**src/rtl/router_fifo_pkg.sv**
```systemverilog
// Shared router definitions: default data width, FIFO depth and header field layout.
package router_fifo_pkg;

  localparam int unsigned DATA_WIDTH = 8;
  localparam int unsigned FIFO_DEPTH = 16;

  // Header byte: destination address in the low bits, payload length above it.
  localparam int unsigned HDR_ADDR_LSB = 0;
  localparam int unsigned HDR_ADDR_MSB = 1;
  localparam int unsigned HDR_LEN_LSB  = 2;
  localparam int unsigned HDR_LEN_MSB  = 7;
  localparam int unsigned HDR_LEN_W    = HDR_LEN_MSB - HDR_LEN_LSB + 1;

  typedef logic [HDR_LEN_W-1:0] hdr_len_t;

  function automatic hdr_len_t hdr_len(input logic [DATA_WIDTH-1:0] hdr);
    return hdr[HDR_LEN_MSB:HDR_LEN_LSB];
  endfunction

endpackage

```
**src/rtl/router_fifo_mem.sv**
```systemverilog
// DEPTH x (WIDTH+1) register array: one synchronous write port, one combinational read port, no reset.
module router_fifo_mem
  import router_fifo_pkg::*;
#(
  parameter int unsigned DEPTH = FIFO_DEPTH,
  parameter int unsigned WIDTH = DATA_WIDTH,
  parameter int unsigned AW    = $clog2(DEPTH)
) (
  input  logic           clock,
  input  logic           we,
  input  logic [AW-1:0]  waddr,
  input  logic [WIDTH:0] wdata,
  input  logic [AW-1:0]  raddr,
  output logic [WIDTH:0] rdata
);

  logic [WIDTH:0] mem_q [DEPTH];

  always_ff @(posedge clock) begin
    if (we) mem_q[waddr] <= wdata;
  end

  assign rdata = mem_q[raddr];

endmodule

```
**src/rtl/router_fifo.sv**
```systemverilog
// Per-destination router output FIFO with header tagging and end-of-packet detection.
// Optional almost_full output enabled by defining ROUTER_FIFO_ALMOST_FULL_EN.
module router_fifo
  import router_fifo_pkg::*;
#(
  parameter int unsigned DEPTH     = FIFO_DEPTH,
  parameter int unsigned WIDTH     = DATA_WIDTH,
  parameter int unsigned AF_THRESH = 14
) (
  input  logic             clock,
  input  logic             resetn,
  input  logic             soft_reset,
  input  logic             write_enb,
  input  logic             read_enb,
  input  logic             lfd_state,
  input  logic [WIDTH-1:0] data_in,
  output logic [WIDTH-1:0] data_out,
  output logic             full,
  output logic             empty,
`ifdef ROUTER_FIFO_ALMOST_FULL_EN
  output logic             almost_full,
`endif
  output logic             pkt_rd_done
);

  localparam int unsigned AW = $clog2(DEPTH);
  localparam int unsigned CW = WIDTH - 1;

  logic [AW:0]      wr_ptr_q, wr_ptr_d;
  logic [AW:0]      rd_ptr_q, rd_ptr_d;
  logic [CW-1:0]    pkt_cnt_q, pkt_cnt_d;
  logic [WIDTH-1:0] data_out_q, data_out_d;
  logic             pkt_rd_done_q, pkt_rd_done_d;
  logic [WIDTH:0]   rd_word;
  logic             wr_go, rd_go;

  assign empty = (wr_ptr_q == rd_ptr_q);
  assign full  = (wr_ptr_q[AW] != rd_ptr_q[AW]) && (wr_ptr_q[AW-1:0] == rd_ptr_q[AW-1:0]);

  // Soft reset masks the memory write as well as the pointer updates.
  assign wr_go = write_enb && !full && !soft_reset;
  assign rd_go = read_enb && !empty && !soft_reset;

`ifdef ROUTER_FIFO_ALMOST_FULL_EN
  logic [AW:0] occupancy;
  assign occupancy   = wr_ptr_q - rd_ptr_q;
  assign almost_full = (occupancy >= (AW+1)'(AF_THRESH));
`endif

  router_fifo_mem #(
    .DEPTH (DEPTH),
    .WIDTH (WIDTH),
    .AW    (AW)
  ) u_mem (
    .clock (clock),
    .we    (wr_go),
    .waddr (wr_ptr_q[AW-1:0]),
    .wdata ({lfd_state, data_in}),
    .raddr (rd_ptr_q[AW-1:0]),
    .rdata (rd_word)
  );

  always_comb begin
    wr_ptr_d      = wr_ptr_q;
    rd_ptr_d      = rd_ptr_q;
    pkt_cnt_d     = pkt_cnt_q;
    data_out_d    = data_out_q;
    pkt_rd_done_d = 1'b0;
    if (soft_reset) begin
      wr_ptr_d   = '0;
      rd_ptr_d   = '0;
      pkt_cnt_d  = '0;
      data_out_d = '0;
    end else begin
      if (wr_go) wr_ptr_d = wr_ptr_q + (AW+1)'(1);
      if (rd_go) begin
        rd_ptr_d   = rd_ptr_q + (AW+1)'(1);
        data_out_d = rd_word[WIDTH-1:0];
        // Header reload counts payload plus the trailing parity byte.
        if (rd_word[WIDTH]) begin
          pkt_cnt_d = CW'(rd_word[HDR_LEN_MSB:HDR_LEN_LSB]) + CW'(1);
        end else if (pkt_cnt_q != '0) begin
          pkt_cnt_d     = pkt_cnt_q - CW'(1);
          pkt_rd_done_d = (pkt_cnt_q == CW'(1));
        end
      end
    end
  end

  always_ff @(posedge clock or negedge resetn) begin
    if (!resetn) begin
      wr_ptr_q      <= '0;
      rd_ptr_q      <= '0;
      pkt_cnt_q     <= '0;
      data_out_q    <= '0;
      pkt_rd_done_q <= 1'b0;
    end else begin
      wr_ptr_q      <= wr_ptr_d;
      rd_ptr_q      <= rd_ptr_d;
      pkt_cnt_q     <= pkt_cnt_d;
      data_out_q    <= data_out_d;
      pkt_rd_done_q <= pkt_rd_done_d;
    end
  end

  assign data_out    = data_out_q;
  assign pkt_rd_done = pkt_rd_done_q;

endmodule

```
**config.mk**
```make
export PLATFORM = sky130hd
export DESIGN_NAME = router_fifo
export DESIGN_NICKNAME = d
export VERILOG_FILES = /design/src/rtl/router_fifo_pkg.sv /design/src/rtl/router_fifo_mem.sv /design/src/rtl/router_fifo.sv
export SDC_FILE = /design/constraint.sdc
export NUM_CORES = 1
export LEC_CHECK = 0
export BUFFER_PORTS_ARGS = -buffer_cell sky130_fd_sc_hd__buf_2
export CAP_MARGIN = 30
export CORE_MARGIN = 2
export CORE_UTILIZATION = 60
export CTS_CLUSTER_DIAMETER = 100
export DETAILED_ROUTE_END_ITERATION = 8
export GPL_ROUTABILITY_DRIVEN = 0
export PLACE_DENSITY_LB_ADDON = 0.08
export SKIP_CTS_REPAIR_TIMING = 1
export SKIP_LAST_GASP = 1
export SLEW_MARGIN = 40
export SYNTH_ARGS = -nofsm -noshare
export SYNTH_HDL_FRONTEND = slang
export SYNTH_HIERARCHICAL = 1
export SYNTH_SLANG_ARGS = --single-unit
```
**constraint.sdc**
```tcl
create_clock -name clock -period 3.4 [get_ports clock]
set_input_delay 1.02 -clock clock [delete_from_list [all_inputs] [get_ports clock]]
set_output_delay 1.02 -clock clock [all_outputs]
set_load 0.05 [all_outputs]
```
Word-level counts from Yosys, hierarchy flattened. Memories as Yosys holds them, arrays and structs flattened. Index checks and enable logic that the tools add are counted. W data, S select, Z words.

Output and inout port bits: 11. Bits in registers: 26. Memory bits (writable): 144. Word-level logic and storage cells: 43. Input port bits: 14. Memories kept: 1.

Memories: u_mem.mem_q (depth 16, bits a word 9, rd ports 1, clocked after memory_dff 0, write ports 1, line router_fifo_mem.sv:17) `logic [WIDTH:0] mem_q [DEPTH];`.

Mux-type cells: 16. Reductions and logical operators: 13. $add $sub $neg: 4. Equality and inequality tests: 4.

Operator list (count): $mux W7 (4); $mux W5 (4); $mux W8 (2); $add A5 B1 Y5 const B (2); $add A6 B1 Y7 const B (1); $eq A7 B1 Y1 const B (1); $reduce_bool A7 Y1 (1); $sub A7 B1 Y7 const B (1); $mux W1 (6); $eq A5 B5 Y1 (1); $logic_and A1 B1 Y1 (5); $eq A4 B4 Y1 (1); $reduce_bool A2 Y1 (2); $logic_not A1 Y1 (3); $reduce_bool A3 Y1 (1); $reduce_and A2 Y1 (1); $ne A1 B1 Y1 (1).

Depth between registers and ports, before layout.
Depth in word-level cells: 7. Gate-level depth with buffers: 10. Gate-level depth less buffers: 8.

Cells and area by module. Netlist, hierarchy kept.

By module, submodules not included: router_fifo_mem (instances 1, area each 5600.4 µm², cells each 245); router_fifo (instances 1, area each 1552.7 µm², cells each 153).

Worst setup path before layout. OpenSTA, ideal clock, no wires.

Path kind: input port to flip-flop. Start point: input port soft_reset. End point: memory u_mem/mem_q[0][0] (netlist name), enable pin. Path buffers: 2. Library setup time: 387 ps. Path slack: 246 ps. Stages: 5. Data arrival time: 2768 ps. Cells stage by stage: clkbuf_1 -> clkbuf_1 -> nor2_1 -> or3b_2 -> nor3_1.

Longest elaborated chain between the ends: 4.

RTL lines: from (decl) (line router_fifo.sv:12) `input logic soft_reset,`; $logic_not A1 Y1 (line router_fifo.sv:41) `assign wr_go = write_enb && !full && !soft_reset;`; $logic_and A1 B1 Y1 (line router_fifo.sv:41); via wr_go (line router_fifo.sv:35) `logic wr_go, rd_go;`; $mux W1 (line router_fifo_mem.sv:20) `if (we) mem_q[waddr] <= wdata;`; $mux W1 (not written as such) (line router_fifo_mem.sv:20); to (decl) (line router_fifo_mem.sv:17).

The timed path passes the listed nets, and every way through them passes these cells.

Worst setup path in the final report.
Start point: register rd_ptr_q[0]. End point: output port empty.

Longest elaborated chain between the ends: 1.

RTL lines: from (decl) (line router_fifo.sv:30) `logic [AW:0] rd_ptr_q, rd_ptr_d;`; from (signal assigned) (line router_fifo.sv:99) `rd_ptr_q <= rd_ptr_d;`; $eq A5 B5 Y1 (line router_fifo.sv:37) `assign empty = (wr_ptr_q == rd_ptr_q);`; to (decl) (line router_fifo.sv:19) `output logic empty,`.

No other way between the ends.

==> impl_metrics.py <==
metrics = {
    "outcome": {
        "status": "finished with violations",
        "violations": "DRC",
    },
    "logic_synthesis": {
        "synth_nets": 418,
        "synthCells": 398,
        "synth_edf_count": 144,
        "ys.flop_type": "edfxtp_1",
        "yosysTopAreaCell": "edfxtp_1",
        "ys_ff_latch": 170,
        "yosysMostFrequentCell": "edfxtp_1",
        "yosysSeqAreaShare_pct": 69.55,
        "netlist_top_cells_area": "edfxtp_1 (60%), dfrtp_1 (9.1%), mux4_2 (6.6%)",
        "netlist_area_sq_um": 7153,
        "synth_top_area_share_pct": 60.45,
        "synth_area_per_cell_sq_um": 17.97,
        "synth_cell_types": 49,
        "synth_common_cells": "edfxtp_1 (144), nor2_1 (43), dfrtp_1 (26)",
        "ys_warn_count": 6,
        "async_flop_share_pct": 15.29,
    },
    "cells_and_area": {
        "fill_cells": 723,
        "nets": 471,
        "antenna_cells": 0,
        "final_area_sq_um": 8118,
        "drive_gt1_share_pct": 23.71,
        "syn2layout_area_growth_pct": 13.49,
    },
    "detailed_routing": {
        "first_pass_iters": 7,
        "ant_nets": 0,
        "routed_wl_um": 13780,
        "vias": 3744,
        "drt_iter0_drc": 330,
        "post_drt_wl_per_cell_um": 22.70,
        "vias_per_cell": 6.168,
        "drc": 5,
    },
    "run": {
        "drv_cap": 0,
    },
    "setup_path": {
        "reg2regPathDepth": 9,
        "start_kind": "register",
        "rr_endpoint": "pkt_cnt_q[5]",
        "startpoint": "rd_ptr_q[0]",
        "cp.arrival_ns": 2.09,
        "crit_type": "register to output port",
        "r2r-start": "rd_ptr_q[0]",
        "crit_end": "empty",
        "path_max_fanout": 17,
        "endpoint_kind": "output port",
        "ff2ff_setup_slack_ns": 0.57,
        "required_ns": 2.38,
    },
    "timing": {
        "layout_worst_path_cycle_share_pct": 91.33,
        "slew_violations": 0,
        "skew_ns": 0.008236,
        "setup_viol": 0,
        "rsz0062_at_grt": "no",
        "clock.fmax_ghz": 0.3220,
        "slew_headroom_pct": 53.20,
        "tns_ns": 0,
        "post-route-min-period_ns": 3.105,
        "hold_viol_final": 0,
        "worst_pin_slew_ns": 0.6993,
    },
    "hold_path": {
        "min_from": "data_out[2]",
        "hp-class": "register to register",
    },
    "place": {
        "io_buffers": 24,
        "hpwl_um": 8838,
        "place_area_sq_um": 7508,
    },
    "power": {
        "power.density_nw_per_um2": 646.7,
        "power_leakage_uw": 0.002912,
        "ir_drop_mv": 0.5146,
    },
    "floorplanning": {
        "die_w_um": 113.2,
        "start_util_pct": 62.11,
        "die_y_um": 113.2,
        "ioPinCount": 25,
        "die-area_sq_um": 12810,
        "core_sq_um": 11520,
        "rows": 39,
    },
    "grt": {
        "grt_pass1_wl_um": 22020,
        "antenna_found_initial": 0,
        "track_usage_pct": 23.74,
        "grt_pass1_vias": 3776,
        "grt_max_degree": 28,
        "grt.overflow.total": 0,
    },
    "cts": {
        "clockBufferDepth": 2,
        "htreeDepth": 4,
        "clockRootBuffer": "clkbuf_16",
        "clk_latency_ns": 0.43,
        "clkSinkCount": 170,
        "clk_pin_slew_ns": 0.06,
        "cts_tree": "done",
        "cts_made_buffers": 17,
    },
}
-- final cells by class --
| type | instances | area [sq um] | area share (%) |
|---|---|---|---|
| clock inverters | 14 | 180.2 | 2.219 |
| repair buffers | 51 | 322.8 | 3.977 |
| well taps | 143 | 178.9 | 2.204 |
| flip-flops and latches | 170 | 4976 | 61.30 |
| inverters | 2 | 7.507 | 0.09248 |
| multi-input cells | 209 | 2023 | 24.92 |
| clock buffers | 18 | 429.2 | 5.287 |
-- state kept, by name, summed over array words and instances, names as in the netlist --
| signal | cells |
|---|---|
| wr_ptr_q | 5 |
| rd_ptr_q | 5 |
| pkt_rd_done | 1 |
| u_mem/mem_q | 144 |
| pkt_cnt_q | 7 |
| data_out | 8 |
-- worst max-delay path, cell delays in order (launching register included) --
cell     delay (ns)
dfrtp_2        0.59
xnor2_1        0.38
nand4_4        0.22
nor2_1         0.18
buf_2          0.29
-- stage by stage --
stage | hold slack, ns | setup slack (ns) | util, % | instances | total power [uW]
after floorplan | 0.5251 | 0.2457 | - | 398 | 3120
after global placement | 0.5016 | 0.6355 | 65.20 | 575 | 3297
after detailed placement | 0.5085 | 0.5986 | 65.20 | 575 | 3303
after CTS | 0.5225 | 0.2604 | 70.49 | 607 | 5282
after global routing | 0.5556 | 0.1117 | 70.49 | 607 | 5455
final | 0.5149 | 0.2947 | 70.49 | 607 | 5250
-- cell usage in the layout (no fill, tap or decap), drive strengths merged, types with 2 or more instances in the layout --
| master | netlist | layout |
|---|---|---|
| o31ai | 2 | 2 |
| or3 | 3 | 3 |
| nand3 | 4 | 4 |
| nor2b | 2 | 2 |
| nor2 | 43 | 43 |
| mux2i | 11 | 11 |
| clkinv | 0 | 4 |
| a21oi | 7 | 7 |
| clkbuf | 7 | 18 |
| nand2b | 3 | 3 |
| and3 | 2 | 2 |
| nand2 | 14 | 14 |
| xnor2 | 10 | 10 |
| o21ai | 9 | 9 |
| xor2 | 11 | 11 |
| nand4 | 2 | 2 |
| edfxtp | 144 | 144 |
| ha | 6 | 6 |
| nand3b | 3 | 3 |
| mux4 | 36 | 36 |
| o211ai | 4 | 4 |
| nor3 | 4 | 4 |
| inv | 2 | 9 |
| bufinv | 0 | 3 |
| a22o | 3 | 3 |
| and2b | 2 | 2 |
| buf | 9 | 51 |
| dfrtp | 26 | 26 |
| and4 | 2 | 2 |
| a22oi | 18 | 18 |
-- report_power, final --
group / leakage (uW) / switching [uW] / internal [uW]
clock network: 0.000300 / 810 / 1170
logic: 0.000960 / 486 / 390
registers: 0.00165 / 74.8 / 2320
total: 0.00291 / 1370 / 3880
-- logic make-up (layout without fill, tap and decap cells) --
logic type | after synthesis | in the layout | synth area share, %
adders and majority gates | 6 | 6 | 1.049
xor gates and xnor gates | 21 | 21 | 2.886
and+or+nand+nor | 90 | 90 | 6.297
muxes | 47 | 47 | 13.66
AOI/OAI and AO/OA | 45 | 45 | 4.390
DFF | 170 | 170 | 69.55
buffers and inverters | 19 | 85 | 2.169
-- routing by layer --
layer  vias to the layer above  global-route usage [%]  wire length (um)
met5                         -                       0                 0
met4                         0                   8.049               231
met3                        16                   6.749               601
met2                        88                   36.77              6817
met1                      1946                   33.14              6129
li1                       1694                       -                 -
-- worst min-delay path by stage --
| stage | to | slack, ns | depth (start not counted) |
|---|---|---|---|
| after floorplan | pkt_cnt_q[6] | 0.53 | 2 |
| after global placement | data_out[6] | 0.50 | 2 |
| after detailed placement | data_out[2] | 0.51 | 2 |
| after CTS | data_out[2] | 0.52 | 2 |
| after global routing | data_out[6] | 0.56 | 2 |
| final | data_out[2] | 0.51 | 2 |
Note: power is estimated with default switching activity, not from simulation.
